**src/rtl/keypad_scanner.sv**
```systemverilog
// rtl/keypad_scanner.sv - 4x3 keypad row scanner with frame debounce and one-hot key report
module keypad_scanner #(
  parameter int SCAN_CNT       = 1024,
  parameter int DEBOUNCE_SCANS = 4
) (
  input  logic        clk,
  input  logic        rst,
  input  logic [2:0]  key_col,
  output logic [3:0]  key_row,
  output logic [11:0] scan_data,
  output logic        valid,
  output logic        key_pressed
);

  localparam int CW = $clog2(SCAN_CNT);
  localparam int SW = $clog2(DEBOUNCE_SCANS + 1);
  localparam logic [CW-1:0] CNT_MAX    = CW'(SCAN_CNT - 1);
  localparam logic [SW-1:0] STABLE_MAX = SW'(DEBOUNCE_SCANS);

  typedef enum logic {RELEASED, HELD} state_t;

  state_t        state;
  logic [2:0]    col_s1, col_s2;
  logic [CW-1:0] cnt;
  logic [1:0]    row_idx;
  logic [8:0]    raw;
  logic [11:0]   prev_frame;
  logic          prev_ok;
  logic [SW-1:0] stable_cnt;

  logic          wrap, frame_done, same, accept, one_hot;
  logic [11:0]   new_frame;
  logic [SW-1:0] stable_next;

  // Row 3 is sampled directly into the completed frame, so no sample is lost on the wrap cycle.
  always_comb begin
    wrap        = (cnt == CNT_MAX);
    frame_done  = wrap && (row_idx == 2'd3);
    new_frame   = {~col_s2, raw};
    same        = prev_ok && (new_frame == prev_frame);
    stable_next = SW'(1);
    if (same)
      stable_next = (stable_cnt == STABLE_MAX) ? stable_cnt : stable_cnt + 1'b1;
    accept  = frame_done && (stable_next == STABLE_MAX) && !(same && stable_cnt == STABLE_MAX);
    one_hot = (new_frame != 12'd0) && ((new_frame & (new_frame - 12'd1)) == 12'd0);
  end

  always_ff @(posedge clk) begin
    if (!rst) begin
      state       <= RELEASED;
      col_s1      <= 3'b111;
      col_s2      <= 3'b111;
      cnt         <= '0;
      row_idx     <= 2'd0;
      key_row     <= 4'b1110;
      raw         <= '0;
      prev_frame  <= '0;
      prev_ok     <= 1'b0;
      stable_cnt  <= '0;
      scan_data   <= '0;
      valid       <= 1'b0;
      key_pressed <= 1'b0;
    end else begin
      col_s1 <= key_col;
      col_s2 <= col_s1;
      valid  <= 1'b0;

      if (wrap) begin
        cnt     <= '0;
        row_idx <= row_idx + 2'd1;
        key_row <= {key_row[2:0], key_row[3]};
        case (row_idx)
          2'd0:    raw[2:0] <= ~col_s2;
          2'd1:    raw[5:3] <= ~col_s2;
          2'd2:    raw[8:6] <= ~col_s2;
          default: ;
        endcase
      end else begin
        cnt <= cnt + 1'b1;
      end

      if (frame_done) begin
        prev_frame <= new_frame;
        prev_ok    <= 1'b1;
        stable_cnt <= stable_next;
      end

      // Multi-key frames lock the FSM in HELD until a debounced all-released frame.
      if (accept) begin
        case (state)
          RELEASED: begin
            if (new_frame != 12'd0) begin
              state       <= HELD;
              key_pressed <= 1'b1;
              if (one_hot) begin
                valid     <= 1'b1;
                scan_data <= new_frame;
              end
            end
          end
          HELD: begin
            if (new_frame == 12'd0) begin
              state       <= RELEASED;
              key_pressed <= 1'b0;
            end
          end
          default: state <= RELEASED;
        endcase
      end
    end
  end

endmodule

```
**config.mk**
```make
export PLATFORM = sky130hd
export DESIGN_NAME = keypad_scanner
export DESIGN_NICKNAME = d
export VERILOG_FILES = /design/src/rtl/keypad_scanner.sv
export SDC_FILE = /design/constraint.sdc
export NUM_CORES = 1
export LEC_CHECK = 0
export CAP_MARGIN = 40
export CORE_MARGIN = 2
export CORE_UTILIZATION = 35
export CTS_BUF_LIST = sky130_fd_sc_hd__clkbuf_4 sky130_fd_sc_hd__clkbuf_8 sky130_fd_sc_hd__clkbuf_16
export DETAILED_ROUTE_END_ITERATION = 7
export GPL_ROUTABILITY_DRIVEN = 0
export PLACE_DENSITY_LB_ADDON = 0.05
export SYNTH_ARGS = -nofsm -noshare
export SYNTH_HDL_FRONTEND = slang
export SYNTH_SLANG_ARGS = --single-unit
export TNS_END_PERCENT = 5
```
**constraint.sdc**
```tcl
create_clock -name clk -period 3.2 [get_ports clk]
set_clock_uncertainty 0.05 [all_clocks]
set_input_delay 0.96 -clock clk [delete_from_list [all_inputs] [get_ports clk]]
set_output_delay 0.96 -clock clk [all_outputs]
set_load 0.03 [all_outputs]
```
==> results.md, run 1 <==
- Status: finished clean
- Most frequent cells in the layout: 62 x dfxtp_1, 37 x nand2_1, 32 x a21oi_1
- IO Pins: 23
- Slew margin rel.: around 54%
- Main combinational cell family by area after synthesis: simple AND/OR/NAND/NOR gates
- Htree depth: 3
- CTS Buf Count: 9
- Dpl cell area: 0.00304 mm²
- Final WL: between 6000 and 7000 µm
- Main synth FF type: dfxtp_1
- WHS: 0.359 ns
- Fill count: ~800
- FF+latch count, synth: 62
- Clock Latency Late Sink: 0.34 ns
- Hold path cells: 1
- Largest net degree at the start of global routing: 21
- Overflow after GRT: 0
- VDD IR max: about 0.0003 V
- Chip height: 92.9 µm
- Clock Sinks: 62
- Initial antenna violation count: 0
- Core ar.: slightly below 0.008 mm²
- Worst slew pin tran: between 0.6 and 0.7 ns
- Die area: ~0.0086 mm²
- Final Setup Violations: 0
- Critical path launch point type: register
- Finished Cell Area: between 0.003 and 0.004 mm²
- Crit path capture type: register
- Clock Root Buffer: clkbuf_8
- CTS Buffer Depth: 2
- Initial DRT Pass Iterations: 4
- Most common cell after layout, fill and taps aside: dfxtp_1
- Max-Cap Viols: 0
- EDFF count, synth: 0
- Setup TNS: 0 ns
- Complex-gate fraction of the synthesized area: 15.2%
- Row count: 32
- Warnings, synthesis: 0
- Pre-CTS setup slack: around 0.53 ns
- CTS tree: yes
- Clk slew on worst S/H paths: around 0.070 ns
- PortBufs: 22
- Hold Path Origin: col_s1[1]$_SDFF_PN1_
- Mapped Nets: 345
- Pwr/cell area: 470 mW/mm²
- Max Slew Vio Count: 0
- Post-CTS setup buffer count: 0
- Die X: around 93 µm
- Share of cells above drive strength 1: under 10%
- Register area share after synthesis: between 40 and 50%
- Final hold violation count: 0
- Starting Density: between 30% and 40%
- R2R Setup Slk: 0.52 ns
- Post-CTS Resized: 0
- Reg-to-reg endpoint: scan_data[9]$_SDFFE_PN0P_
- Overall Global Routing Usage: between 10% and 20%
- Number of vias per cell: 4.96
- Crit share post-route: approximately 84%
- Routed vias: 2238
- Vias in the first global route: between 2000 and 2500
- Drt drc: 0
- Synth async-reset ratio: 0%
- Wire per inst: 13.8 µm
- Post-Syn Instances: about 330
- Remaining antenna violation count: 0
- Min-delay worst type: reg2reg
- Highest clock rate: between 300 and 400 MHz
- Post-synthesis cell area: 0.00277 mm²
- Synth Area in Adders: 4.43%
- Distinct cells, synth: 40
- Cts-stage hold buffer count: 0
- Max Fanout on Critical Path: 15
- Ant diodes: 0
- Starting DRC count in detailed routing: 75
- Post-Synth XOR/XNOR Area: under 10%
- Critical Path RT: between 3 and 4 ns
- Dpl hpwl: 4190 µm
- Worst reg2reg path depth: 7
- WHS Endpoint: col_s2[1]$_SDFF_PN1_
- Layout area overhead: 17.0%
- First-pass GRT wire length: ~11000 µm
- Type of the worst setup path: reg2reg
- Final Critical Period: roughly 2.7 ns
- Multiplexer share of the synthesized area: 0.724%
- Simple-Gate Fraction of Synth Area: between 20% and 30%
- Pleak: about 1.1 nW
- Setup slack after layout: about 0.52 ns
- Avg Inst Size Synth: between 8 and 9 µm²
- RSZ-0062 raised after global routing: false
- Crit path DAT: a little under 3 ns
- FF-to-FF Start: cnt[0]$_SDFF_PP0_
- Nets: around 360
-- worst max-delay path by stage --
stage / startpoint / endpoint / slack (ns) / cells past startpoint
6_report: cnt[0]$_SDFF_PP0_ / scan_data[9]$_SDFFE_PN0P_ / 0.52 / 7
3_3_place_gp: cnt[0]$_SDFF_PP0_ / scan_data[9]$_SDFFE_PN0P_ / 0.62 / 7
2_1_floorplan: cnt[0]$_SDFF_PP0_ / scan_data[5]$_SDFFE_PN0P_ / 0.91 / 8
5_1_grt: cnt[0]$_SDFF_PP0_ / scan_data[9]$_SDFFE_PN0P_ / 0.28 / 7
3_5_place_dp: cnt[0]$_SDFF_PP0_ / scan_data[9]$_SDFFE_PN0P_ / 0.53 / 7
4_1_cts: cnt[0]$_SDFF_PP0_ / scan_data[9]$_SDFFE_PN0P_ / 0.50 / 7
-- logic make-up after synthesis --
group | count (synthesis)
AOI/OAI and AO/OA | 73
xor gates and xnor gates | 18
adders and majority gates | 10
buffers and inverters | 39
DFF | 62
muxes | 2
and+or+nand+nor | 127
-- registers in the layout, summed over array words and instances (netlist names), 2 cells and up --
register    count
raw             9
row_idx         2
prev_frame     12
key_row         4
cnt            10
col_s2          3
col_s1          3
scan_data      12
stable_cnt      3
-- worst max-delay path, stage by stage, from the launching register on --
cell and delay (ns):
dfxtp_1 0.38, ha_1 0.22, nand4_1 0.22, nor3_1 0.45
nand4b_1 0.31, or3_4 0.53, or3_1 0.34, a21oi_1 0.12
-- per-stage QoR --
stage | instances | total power, mW | utilization, %
final | 451 | 1.52 | 42.1
after CTS | 451 | 1.55 | 42.1
after detailed placement | 435 | 0.847 | 39.5
after floorplan | 331 | 0.830 | -
after global placement | 435 | 0.847 | 39.5
after global routing | 451 | 1.59 | 42.1
-- Yosys cell counts (6+ instances only) --
master,instances,area [µm²]
dfxtp_1,62,1240
nand2_1,37,139
a21oi_1,32,160
nor2_1,28,105
nand3_1,19,95.1
o21ai_0,19,95.1
clkbuf_1,16,60.1
a211oi_1,13,97.6
xnor2_1,13,114
inv_1,10,37.5
ha_1,9,113
nand2b_1,8,50.1
buf_2,7,35.0
nor3_1,7,35.0
nand4_1,6,37.5
or3_1,6,37.5
-- where the power goes --
part / total (mW) / internal (mW) / leakage [nW] / switching [mW]
clock network: 0.691 / 0.378 / 0.102 / 0.313
registers: 0.785 / 0.778 / 0.501 / 0.00680
logic: 0.0442 / 0.0181 / 0.505 / 0.0261
-- routing by layer --
metal	up-vias	GRT usage, %	wire length (µm)
met1	1036	19.9	3030
met3	7	5.78	269
met2	37	26.1	2850
met5	-	0	0
met4	0	5.15	76
li1	1158	-	-
-- layout make-up --
| type | count | area [µm²] | share of cell area (%) |
|---|---|---|---|
| clock inverters | 6 | 61.3 | 1.89 |
| repair buffers | 30 | 280 | 8.66 |
| clock buffers | 10 | 138 | 4.25 |
| well taps | 102 | 128 | 3.94 |
| inverters | 11 | 41.3 | 1.28 |
| flip-flops and latches | 62 | 1240 | 38.4 |
| multi-input cells | 230 | 1350 | 41.6 |
(Power assumes the default switching activity.)
==> inputs of run 2 (changes only) <==
==> constraint.sdc (replaced) <==
create_clock -name clk -period 2.4 [get_ports clk]
set_clock_uncertainty 0.05 [all_clocks]
set_input_delay 0.72 -clock clk [delete_from_list [all_inputs] [get_ports clk]]
set_output_delay 0.72 -clock clk [all_outputs]
set_load 0.03 [all_outputs]
==> run 2 against run 1 <==
Routed wire length shrank 1.0%; fmax grew 19%; final area up 5.1%; total power rose by 34%; critical path depth is 1 lower; first-iteration DRC count is 11% lower; final cell count up 3.8%; sequential power up 32%.
==> results.md, run 2 (synthesis results as in run 1) <==
- Status: finished clean
- Register area: 0.00124 mm² (+0.20%)
- First-pass GRT wire length: 10800 µm (-0.64%)
- Setup slack after layout: 0.157 ns (-0.367 ns)
- Nets: 375 (+4.7%)
- CTS Buffer Depth: 2 (unchanged)
- Routed vias: 2282 (+2.0%)
- WHS: 0.357 ns (-0.00246 ns)
- Biggest regs: prev_frame x12, scan_data x12, cnt x10
- Hold Path Origin: col_s1[1]$_SDFF_PN1_
- Highest clock rate: 446 MHz (+19%)
- Wire per inst: 13.2 µm (-4.6%)
- PortBufs: 22 (unchanged)
- Met1 wire length: 3030 µm (+0.17%)
- Routed length on met2: 2810 µm (-1.3%)
- Final WL: 6160 µm (-1.0%)
- Critical path launch point type: register
- Cts-stage hold buffer count: 0 (unchanged)
- Top delay family on crit path: simple AND/OR/NAND/NOR gates
- Die area: 0.00863 mm² (unchanged)
- Post-CTS Resized: 0 (unchanged)
- RSZ-0062 raised after global routing: false
- DR WL met3: 152 µm (-43%)
- Chip height: 92.9 µm (unchanged)
- Type of the worst setup path: reg2reg
- Core ar.: 0.00769 mm² (unchanged)
- Initial antenna violation count: 0 (unchanged)
- Crit share post-route: 93.5% (+9.8 points)
- Overflow after GRT: 0 (unchanged)
- Clk slew on worst S/H paths: 0.07 ns (about the same)
- Dpl hpwl: 4210 µm (+0.58%)
- Multi-input logic area: 0.00138 mm² (+2.2%)
- Highest Signal Layer: met4
- Post-CTS setup buffer count: 0 (unchanged)
- Final Critical Period: 2.24 ns (-0.433 ns)
- Vias in the first global route: 2214 (+2.3%)
- Cell-by-cell trace of the critical path: or4_1 -> nor2_2 -> a311oi_4 -> or3_4 -> or3_1 -> a21oi_1
- Most common cell after layout, fill and taps aside: dfxtp_1
- Starting DRC count in detailed routing: 67 (-11%)
- Crit path max-delay cell type: or4_1
- Clock Latency Late Sink: 0.33 ns (about the same)
- VDD IR max: 0.000285 V (-2.9%)
- Critical Path RT: 2.62 ns (-0.80 ns)
- Critical path buffer and inverter count: 0 (unchanged)
- Row count: 32 (unchanged)
- Slew margin rel.: 77.0% (+23 points)
- Htree depth: 3 (unchanged)
- Pleak: 1.20 nW (+8.0%)
- Pre-CTS setup slack: 0.103 ns (-0.426 ns)
- Final hold violation count: 0 (unchanged)
- Fill count: 790 (-1.1%)
- Final Setup Violations: 0 (unchanged)
- Pwr/cell area: 598 mW/mm² (+27%)
- Overall Global Routing Usage: 15.8% (-0.34 points)
- Largest net degree at the start of global routing: 46 (+120%)
- Crit path capture type: register
- Min-delay worst type: reg2reg
- FF-to-FF Start: raw[1]$_SDFFE_PN0P_
- CP peak stage delay: 0.58 ns (+0.05 ns)
- Clock Sinks: 62 (unchanged)
- Max Slew Vio Count: 0 (unchanged)
- Layout area overhead: 23.0%
- Number of vias per cell: 4.88 (-1.7%)
- Crit path DAT: 2.46 ns (-0.44 ns)
- IO Pins: 23 (unchanged)
- Setup TNS: 0 ns (unchanged)
- Clock Root Buffer: clkbuf_8
- CTS Buf Count: 9 (unchanged)
- Initial DRT Pass Iterations: 4 (unchanged)
- Max-Cap Viols: 0 (unchanged)
- Worst slew pin tran: 0.342 ns (-0.346 ns)
- Drt drc: 0 (unchanged)
- Die X: 92.9 µm (unchanged)
- CTS tree: yes
- CP Launch Point: raw[1]$_SDFFE_PN0P_
- Ant diodes: 0 (unchanged)
- Remaining antenna violation count: 0 (unchanged)
- Share of cells above drive strength 1: 13.9% (+5.3 points)
- Most frequent cells in the layout: 60 x dfxtp_1, 37 x nand2_1, 32 x a21oi_1
- R2R Setup Slk: 0.16 ns (-0.37 ns)
- Starting Density: 36.0% (unchanged)
- Max Fanout on Critical Path: 8 (-7)
[run 2: routing by layer]
metal	global-route usage [%]	vias up
li1	-	1196
met1	20.1	1040
met2	25.7	35
met3	2.44	11
met4	7.97	0
met5	0	-
[run 2: final cells by class]
| cell class | instances | area share, % |
|---|---|---|
| clock inverter | 6 | 1.80 |
| tap | 102 | 3.75 |
| timing repair buffer | 46 | 12.1 |
| clock buffer | 10 | 4.05 |
| inverter | 11 | 1.21 |
| sequential | 62 | 36.6 |
| multi-input combinational | 231 | 40.5 |
[run 2: path summary, 6_finish.rpt]
check / endpoint / cells past startpoint
worst min-delay path: col_s2[1]$_SDFF_PN1_ / 1
worst min register to register: col_s2[1]$_SDFF_PN1_ / 1
worst max-delay path: scan_data[9]$_SDFFE_PN0P_ / 6
worst max register to register: scan_data[9]$_SDFFE_PN0P_ / 6
[run 2: report_power, final]
part           leakage, nW  switching [mW]  internal [mW]
combinational        0.592          0.0401         0.0293
clock                0.102           0.418          0.504
sequential           0.502         0.00581           1.04
total                 1.20           0.464           1.57
[run 2: stage by stage]
stage / instances / instance area [µm²] / util (%) / total power [mW]
after floorplan: 331 / 2770 / - / 1.11
after global placement: 451 / 3170 / 41.2 / 1.13
after detailed placement: 451 / 3170 / 41.2 / 1.13
after CTS: 467 / 3370 / 43.8 / 2.06
after global routing: 468 / 3400 / 44.2 / 2.12
final: 468 / 3400 / 44.2 / 2.03
==> inputs of run 3 (changes only) <==
--- a/config.mk
+++ b/config.mk
@@ -7,7 +7,7 @@
 export LEC_CHECK = 0
 export CAP_MARGIN = 40
 export CORE_MARGIN = 2
-export CORE_UTILIZATION = 35
+export CORE_UTILIZATION = 51
 export CTS_BUF_LIST = sky130_fd_sc_hd__clkbuf_4 sky130_fd_sc_hd__clkbuf_8 sky130_fd_sc_hd__clkbuf_16
 export DETAILED_ROUTE_END_ITERATION = 7
 export GPL_ROUTABILITY_DRIVEN = 0
==> run 3 against run 2 <==
Final area shrank 2.9%; highest routed layer unchanged; largest power group unchanged; total power decreased by 4.9%; final cell count decreased by 7.9%; setup slack lost 0.068 ns; combinational power decreased by 5.8%; routed wire length shrank 9.5%; via count grew 1.8%.
==> results.md, run 3 (synthesis results as in run 1) <==
- Number of vias per cell: 5.39 (+11%)
- Die area: 0.00603 mm² (-30%)
- Largest net degree at the start of global routing: 46 (unchanged)
- Ant diodes: 0 (unchanged)
- Clk slew on worst S/H paths: 0.06 ns (about the same)
- First-pass GRT wire length: 9690 µm (-10%)
- Overflow after GRT: 0 (unchanged)
- Final Setup Violations: 0 (unchanged)
- Min-delay worst type: reg2reg
- Initial DRT Pass Iterations: 4 (unchanged)
- Final Critical Period: 2.31 ns (+0.0676 ns)
- Htree depth: 3 (unchanged)
- Remaining antenna violation count: 0 (unchanged)
- Pwr Total: 1.94 mW (-4.9%)
- Clock Root Buffer: clkbuf_8
- Clock Latency Late Sink: 0.33 ns (about the same)
- Biggest regs: prev_frame x12, scan_data x12, cnt x10
- Final WL: 5570 µm (-9.5%)
- Highest Signal Layer: met4
- CTS tree: yes
- Max Fanout on Critical Path: 15 (+7)
- Slew margin rel.: 75.3% (-1.6 points)
- DR WL met3: 163 µm (+7.2%)
- Post-CTS setup buffer count: 0 (unchanged)
- Highest clock rate: 433 MHz (-2.9%)
- WHS: 0.360 ns (+0.00344 ns)
- Worst slew pin tran: 0.370 ns (+0.0282 ns)
- Most frequent cells in the layout: 62 x dfxtp_1, 37 x nand2_1, 32 x a21oi_1
- Drt drc: 0 (unchanged)
- Core ar.: 0.00517 mm² (-33%)
- Dpl hpwl: 3940 µm (-6.5%)
- VDD IR max: 0.000387 V (+36%)
- PortBufs: 22 (unchanged)
- Type of the worst setup path: reg2reg
- Wire per inst: 12.9 µm (-1.8%)
- Routed length on met2: 2610 µm (-7.0%)
- Max-Cap Viols: 0 (unchanged)
- Layout area overhead: 19.4%
- Starting Density: 53.5% (+17 points)
- Setup TNS: 0 ns (unchanged)
- Clock Sinks: 62 (unchanged)
- Met1 wire length: 2670 µm (-12%)
- Starting DRC count in detailed routing: 109 (+63%)
- Chip height: 77.6 µm (-16%)
- Crit path DAT: 2.52 ns (+0.06 ns)
- Initial antenna violation count: 0 (unchanged)
- CTS Buf Count: 9 (unchanged)
- Overall Global Routing Usage: 20.0% (+4.3 points)
- IO Pins: 23 (unchanged)
- Final hold violation count: 0 (unchanged)
- Cts-stage hold buffer count: 0 (unchanged)
- Nets: 371 (-1.1%)
- Most common cell after layout, fill and taps aside: dfxtp_1
- Die X: 77.6 µm (-16%)
- Final core occ: 63.8% (+20 points)
- Pwr/cell area: 586 mW/mm² (-2.0%)
- Max Slew Vio Count: 0 (unchanged)
- RSZ-0062 raised after global routing: false
- Vias in the first global route: 2172 (-1.9%)
- Critical Path RT: 2.61 ns (about the same)
- Row count: 26 (-19%)
- Crit share post-route: 96.3% (+2.8 points)
- Critical path launch point type: register
- Post-CTS Resized: 0 (unchanged)
- Status: finished clean
- Routed vias: 2324 (+1.8%)
- Fill count: 472 (-40%)
- Crit path capture type: register
- Pleak: 1.19 nW (-0.59%)
- Share of cells above drive strength 1: 12.2% (-1.7 points)
- CTS Buffer Depth: 2 (unchanged)
## run 3: metal layers
layer | GRT usage (%) | vias to the layer above
met2 | 32.3 | 45
met5 | 0 | -
li1 | - | 1178
met4 | 10.0 | 0
met3 | 3.84 | 13
met1 | 25.5 | 1088
## run 3: area by class of cell
type                    instances  area [µm²]  share of cell area [%]
clock buffers                  14         174                    5.27
multi-input cells             230        1360                    41.3
flip-flops and latches         62        1240                    37.6
well taps                      70        87.6                    2.65
repair buffers                 43         390                    11.8
inverters                      11        41.3                    1.25
clock inverters                 1        5.00                   0.152
## run 3: worst paths after layout
check                             from                         to  slack [ns]  cells after the start
hold reg to reg   col_s1[1]$_SDFF_PN1_       col_s2[1]$_SDFF_PN1_        0.36                      1
setup / recovery   raw[3]$_SDFFE_PN0P_  scan_data[9]$_SDFFE_PN0P_        0.09                      6
setup reg to reg   raw[3]$_SDFFE_PN0P_  scan_data[9]$_SDFFE_PN0P_        0.09                      6
hold / removal    col_s1[1]$_SDFF_PN1_       col_s2[1]$_SDFF_PN1_        0.36                      1
## run 3: per-stage QoR
step	instance area (µm²)	worst slack, ns	cells
after floorplan	2770	0.108	331
after global placement	3110	0.127	416
after detailed placement	3110	0.0895	416
after CTS	3290	0.0688	431
after global routing	3300	0.000584	431
final	3300	0.0894	431
## run 3: critical path, stage by stage (launching register included)
cell and delay (ns):
dfxtp_1 0.49, xnor2_1 0.16, nand3_1 0.09, or4_4 0.54
or3_4 0.48, or3_1 0.32, a21oi_1 0.12
## run 3: report_power, final
group | switching, mW | internal [mW]
clock network | 0.367 | 0.459
registers | 0.00583 | 1.04
logic | 0.0373 | 0.0281
